===== src/rtl/cpu_run_ctrl.sv =====
// Run controller for the CPU core: sequences core reset, gates the core clock-enable
// (free-run / single-step / breakpoint), counts cycles and detects program end or timeout.
module cpu_run_ctrl #(
    parameter int PC_W         = 32,
    parameter int CNT_W        = 32,
    parameter int RESET_CYCLES = 11,
    parameter int HALT_STABLE  = 4,
    parameter int MAX_CYCLES   = 100000
) (
    input  logic             clk,
    input  logic             reset,
    input  logic             start,
    input  logic             step_mode,
    input  logic             step,
    input  logic             resume,
    input  logic             bp_en,
    input  logic [PC_W-1:0]  bp_addr,
    input  logic [PC_W-1:0]  pc,
    output logic             cpu_rst_n,
    output logic             cpu_ce,
    output logic [CNT_W-1:0] cycle_cnt,
    output logic [2:0]       state,
    output logic             done,
    output logic             timed_out,
    output logic             bp_hit
);

    localparam int HOLD_W = (RESET_CYCLES > 1) ? $clog2(RESET_CYCLES + 1) : 1;
    localparam int STAB_W = $clog2(HALT_STABLE + 1);

    typedef enum logic [2:0] {
        S_IDLE     = 3'd0,
        S_RST_HOLD = 3'd1,
        S_RUN      = 3'd2,
        S_PAUSE    = 3'd3,
        S_DONE     = 3'd4,
        S_TIMEOUT  = 3'd5
    } state_e;

    state_e             state_q, state_d;
    logic [HOLD_W-1:0]  hold_q, hold_d;
    logic [STAB_W-1:0]  stable_q, stable_d;
    logic [PC_W-1:0]    prev_pc_q, prev_pc_d;
    logic [CNT_W-1:0]   cnt_q, cnt_d;
    logic               bp_skip_q, bp_skip_d;
    logic               bp_hit_q, bp_hit_d;
    logic               rst_n_q, rst_n_d;
    logic               ce;
    logic               bp_match;

    assign bp_match = bp_en && (pc == bp_addr) && !bp_skip_q;

    always_comb begin
        state_d   = state_q;
        hold_d    = hold_q;
        stable_d  = stable_q;
        prev_pc_d = prev_pc_q;
        cnt_d     = cnt_q;
        bp_skip_d = bp_skip_q;
        bp_hit_d  = bp_hit_q;
        ce        = 1'b0;

        case (state_q)
            S_IDLE, S_DONE, S_TIMEOUT: begin
                if (start) begin
                    state_d   = S_RST_HOLD;
                    hold_d    = '0;
                    stable_d  = '0;
                    prev_pc_d = pc;
                    cnt_d     = '0;
                    bp_skip_d = 1'b0;
                    bp_hit_d  = 1'b0;
                end
            end
            S_RST_HOLD: begin
                if (hold_q == HOLD_W'(RESET_CYCLES - 1)) begin
                    state_d = step_mode ? S_PAUSE : S_RUN;
                end else begin
                    hold_d = hold_q + HOLD_W'(1);
                end
            end
            S_RUN: begin
                if (bp_match) begin
                    state_d  = S_PAUSE;
                    bp_hit_d = 1'b1;
                end else begin
                    ce = 1'b1;
                end
            end
            S_PAUSE: begin
                ce = step;
                if (resume) begin
                    state_d   = S_RUN;
                    bp_skip_d = 1'b1;
                    bp_hit_d  = 1'b0;
                end
            end
            default: state_d = S_IDLE;
        endcase

        // Every executed core cycle updates the counters; halt outranks timeout.
        if (ce) begin
            cnt_d     = cnt_q + CNT_W'(1);
            stable_d  = (pc == prev_pc_q) ? stable_q + STAB_W'(1) : '0;
            prev_pc_d = pc;
            bp_skip_d = 1'b0;
            if (stable_d == STAB_W'(HALT_STABLE - 1)) begin
                state_d  = S_DONE;
                bp_hit_d = 1'b0;
            end else if (cnt_d == CNT_W'(MAX_CYCLES)) begin
                state_d  = S_TIMEOUT;
                bp_hit_d = 1'b0;
            end
        end

        rst_n_d = !((state_d == S_IDLE) || (state_d == S_RST_HOLD));
    end

    always_ff @(posedge clk or negedge reset) begin
        if (!reset) begin
            state_q   <= S_IDLE;
            hold_q    <= '0;
            stable_q  <= '0;
            prev_pc_q <= '0;
            cnt_q     <= '0;
            bp_skip_q <= 1'b0;
            bp_hit_q  <= 1'b0;
            rst_n_q   <= 1'b0;
        end else begin
            state_q   <= state_d;
            hold_q    <= hold_d;
            stable_q  <= stable_d;
            prev_pc_q <= prev_pc_d;
            cnt_q     <= cnt_d;
            bp_skip_q <= bp_skip_d;
            bp_hit_q  <= bp_hit_d;
            rst_n_q   <= rst_n_d;
        end
    end

    assign cpu_rst_n = rst_n_q;
    assign cpu_ce    = ce;
    assign cycle_cnt = cnt_q;
    assign state     = state_q;
    assign done      = (state_q == S_DONE);
    assign timed_out = (state_q == S_TIMEOUT);
    assign bp_hit    = bp_hit_q;

endmodule


===== config.mk =====
export PLATFORM = sky130hd
export DESIGN_NAME = cpu_run_ctrl
export DESIGN_NICKNAME = d
export VERILOG_FILES = /design/src/rtl/cpu_run_ctrl.sv
export SDC_FILE = /design/constraint.sdc
export NUM_CORES = 1
export LEC_CHECK = 0
export BUFFER_PORTS_ARGS = -buffer_cell sky130_fd_sc_hd__buf_2
export CAP_MARGIN = 30
export CELL_PAD_IN_SITES_DETAIL_PLACEMENT = 0
export CELL_PAD_IN_SITES_GLOBAL_PLACEMENT = 1
export CORE_MARGIN = 5
export CORE_UTILIZATION = 45
export CTS_BUF_LIST = sky130_fd_sc_hd__clkbuf_8
export DETAILED_ROUTE_END_ITERATION = 8
export PLACE_DENSITY = 0.93
export SLEW_MARGIN = 10
export SYNTH_ARGS = -nofsm -noshare
export SYNTH_HDL_FRONTEND = slang
export SYNTH_SLANG_ARGS = --single-unit

===== constraint.sdc =====
create_clock -name clk -period 7.6 [get_ports clk]
set_input_delay 1.9 -clock clk [delete_from_list [all_inputs] [get_ports clk]]
set_output_delay 1.9 -clock clk [all_outputs]
set_load 0.02 [all_outputs]

* Yosys cells after proc, flatten, opt, wreduce, memory -nomap -nowiden *
Cells that the tools add are included.

word-level totals
  register bits = 77
  output and inout port bits = 40
  input bits = 71
  logic and storage cells = 76

cells by class
  reductions and logical operators = 15
  multiplexer cells = 35
  add/subtract/negate cells = 3
  equal/unequal tests = 15

operator list
  cell                   number
  $mux 32                6
  $eq 32x32->1           2
  $mux 3                 11
  $add 32x1->32 const B  1
  $eq 32x17->1 const B   1
  $pmux 3 s4             1
  $mux 1                 11
  $eq 3x2->1 const B     3
  $mux 4                 2
  $pmux 4 s2             1
  $eq 3x1->1 const B     2
  $eq 3x3->1 const B     2
  $logic_not 3->1        2
  $ne 3x3->1 const B     2
  $reduce_and 3->1       2
  $reduce_bool 2->1      3
  $add 4x1->4 const B    1
  $eq 4x4->1 const B     1
  $ne 2x2->1 const B     2
  $pmux 1 s2             2
  $add 3x1->3 const B    1
  $pmux 1 s3             1
  $reduce_bool 3->1      1
  $reduce_or 3->1        1
  4 further kinds        6

* Longest topological paths before layout *
  depth in word-level cells = 11
  mapped depth = 11
  gate-level depth less buffers = 9

* Worst setup path after synthesis *
No wires, ideal clock.

  path kind = input to output
  start = input bp_en
  end = output cpu_ce
  path slack = 2.210 ns
  stages on the path = 9
  arrival = 3.490 ns
  path through = or3b_1 > a221o_1 > nor4_1 > and4_1 > buf_6 > or2_2 > inv_1 > buf_2 > buf_2

on the way
  cells in the longest elaborated chain, start to end = 4

ends and longest elaborated chain
  element                         line  RTL
  start, declared                 16    input logic bp_en,
  $logic_and 1x1->1 (2 in a row)  51    assign bp_match = bp_en && (pc == bp_addr) && !bp_skip_q;
  $mux 1                          83    if (bp_match) begin
  $pmux 1 s2                      63    case (state_q)
  end, declared                   20    output logic cpu_ce,

Every way passes these cells.

* Worst setup path in the final report *
Same ends and word-level chain as after synthesis.

==> impl_metrics.py <==
metrics = {
    "cts": {
        "cts_tree": "built",
        "cts_hold_buf": 0,
        "clockRootBuffer": "clkbuf_8",
        "cts_inserted_buffers": 9,
        "cts_buffer_depth": 2,
        "ctsResizeCount": 0,
        "post-cts-setup-buffer-count": 0,
        "clk_latency_ps": 350,
        "cts_sinks": 77,
        "clk_pin_slew_worst_paths_ps": 80,
        "cts_max_level": 3,
    },
    "timing": {
        "relSlewSlack_pct": 34.0,
        "finalSetupViolCount": 0,
        "fin_tns_setup_ps": 0,
        "clock.fmax_ghz": 0.173,
        "finalHoldViolCount": 0,
        "worst_pin_slew_ps": 986,
        "finalCritPeriodShare_pct": 76.0,
        "rsz0062_at_grt": "false",
        "period_minus_slack_ps": 5770,
        "maxSlewViolCount": 0,
        "hold_ws_ps": 492,
        "fin_ws_ps": 1830,
        "fin_skew_ps": 10.8,
    },
    "worst_hold_path": {
        "hold_depth": 2,
        "whs_endpoint": "prev_pc_q[29]",
        "hold_path.class": "reg2reg",
        "holdCritStartpoint": "prev_pc_q[29]",
    },
    "worst_setup_path": {
        "critPathBufInv": 4,
        "cpMostUsedCell": "buf_2",
        "worst_ep_required_time_ps": 5700,
        "reg2reg_to": "state[2]",
        "critical_path.top_delay_family": "simple AND/OR/NAND/NOR gates",
        "cp_slowest_cell": "or3b_1",
        "crit_fanout": 24,
        "reg2regPathDepth": 8,
        "cp.arrival_ps": 3870,
        "critPathLaunchType": "primary input",
        "rrSetupSlack_ps": 4560,
        "reg2reg_from": "cycle_cnt[0]",
        "end_kind": "output pin",
        "crit_chain": "buf_2 > or3b_1 > a221o_1 > nor4_1 > and4_1 > buf_4 > or2_2 > inv_1 > buf_2",
        "critical_path_class": "in2out",
        "slowest_delay_ps": 380,
    },
    "power_and_ir_drop": {
        "p_total_mw": 1.03,
        "leakage_nw": 2.64,
        "powerDensity_nw_per_um2": 175,
        "ir_drop_mv": 0.0887,
    },
    "routing": {
        "drc": 0,
        "first_pass_iters": 6,
        "drt_iter0_drc": 291,
        "antenna_left": 0,
        "viasPerCell": 5.70,
        "num_vias": 4803,
        "wirelength_um": 13900,
        "post_drt_wl_per_cell_um": 16.5,
    },
    "floorplanning": {
        "ios": 111,
        "die_h_um": 116,
        "core_sq_um": 10900,
        "die_w_um": 116,
        "start_util_pct": 46.3,
        "rows": 38,
        "design.die.area_sq_um": 13500,
    },
    "yosys": {
        "yosys-top-cells-area": "dfrtp_1 (38%), xnor2_1 (12%), nand2_1 (9.5%)",
        "async_flop_share_pct": 100,
        "synth_seq_cells": 77,
        "synth-seq-area-share_pct": 38.1,
        "syn_avg_cell_area_sq_um": 8.38,
        "ys_top_cells_by_count": "nand2_1 (128), dfrtp_1 (77), xnor2_1 (67), o21ai_0 (47), nor3_1 (29)",
        "yosysMostFrequentCell": "nand2_1",
        "synth_edf_count": 0,
        "yosys.area.top_type": "dfrtp_1",
        "yosysTopAreaCellShare_pct": 38.1,
        "syn-num-nets": 679,
        "synth_cell_types": 65,
        "synth_ff_type": "dfrtp_1",
        "syn-cell-area_sq_um": 5060,
        "syn_inst": 604,
        "ys_warn_count": 0,
    },
    "global_route": {
        "grt_pass1_vias": 4695,
        "grt_antenna_before_repair": 0,
        "grt_max_degree": 47,
        "grt-ovfl-total": 0,
        "grtUsageTotal_pct": 21.2,
        "grt_pass1_wl_um": 22800,
    },
    "finish": {
        "nets": 772,
        "drive_above_1_share_pct": 21.8,
        "final-instance-count-excl-fill": 842,
        "n_antenna_cell": 0,
        "syn2layout_area_growth_pct": 16.4,
        "fillerInstances": 1022,
    },
    "placed_design": {
        "place_ws_ps": 1880,
        "io_buffers": 110,
        "dp.cells": 826,
        "dp_hpwl_um": 10100,
        "routabilityCongestion": 0.905,
    },
    "run_status": {
        "status": "complete, no violations",
    },
    "job": {
        "drv_cap": 0,
    },
}
## state kept, by name, indices dropped and copies added, names as in the netlist
register / count
hold_q: 4
state: 3
cycle_cnt: 32
stable_q: 3
bp_skip_q: 1
cpu_rst_n: 1
prev_pc_q: 32
bp_hit: 1
## kinds of logic after synthesis
logic type,Yosys count,synth area share [%]
AO/OA/AOI/OAI,105,13.0
multiplexers,3,0.643
XOR/XNOR,74,12.8
flip-flops,77,38.1
AND/OR/NAND/NOR,292,29.3
adder cells (fa/ha/maj),4,0.989
buffers and inverters,49,5.24
## routing by layer
layer,wire length [um],global-route usage (%),up-vias,part of all wire (%)
met2,6560,35.1,208,47
li1,-,-,2314,-
met3,1010,3.45,24,7.3
met4,327,7.89,0,2.4
met1,6010,28.1,2257,43
met5,0,0,-,0
## how the worst max path moves through the flow
stage | start | to | slack [ps] | cells after the start
6_report | bp_en | cpu_ce | 1830 | 9
5_1_grt | bp_en | cpu_ce | 1780 | 9
4_1_cts | bp_en | cpu_ce | 1860 | 9
3_5_place_dp | bp_en | cpu_ce | 1880 | 9
3_3_place_gp | bp_en | cpu_ce | 1940 | 9
2_1_floorplan | bp_en | cpu_ce | 2210 | 9
## through the flow
stage               util (%)  area, sq um
floorplan                  -         5060
detailed placement      51.9         5670
global placement        51.4         5620
CTS                     53.9         5890
global route            53.9         5890
finish                  53.9         5890
## power breakdown
group | total (mW) | internal (mW) | switching [mW]
Clock | 0.354 | 0.187 | 0.167
Sequential | 0.490 | 0.435 | 0.0556
Combinational | 0.186 | 0.0837 | 0.102
## layout by cell type (no fill, tap or decap), types with 6 or more instances in the layout
master / n
nor3_1: 29
nand2b_1: 6
nor2_1: 21
nand2_1: 128
a21oi_1: 14
clkbuf_8: 9
nand4_1: 23
xor2_1: 7
dfrtp_1: 77
nor4_1: 11
a21o_1: 7
inv_1: 15
nand3_1: 22
and3_1: 9
or3_1: 6
xnor2_1: 67
buf_2: 109
o21ai_0: 46
## worst min-delay path, stage by stage (launching register included)
cell     delay, ps
dfrtp_1        360
nand2_1         50
nand2_1         50
## layout make-up
| class | instances | area [sq um] | share of cell area (%) |
|---|---|---|---|
| Clock inverter | 7 | 98.8 | 1.68 |
| Tap cell | 140 | 175 | 2.97 |
| Multi-Input combinational cell | 478 | 2880 | 48.9 |
| Inverter | 15 | 56.3 | 0.955 |
| Timing Repair Buffer | 116 | 631 | 10.7 |
| Sequential cell | 77 | 1930 | 32.7 |
| Clock buffer | 9 | 124 | 2.10 |
Power figures use the tool's default switching activity.
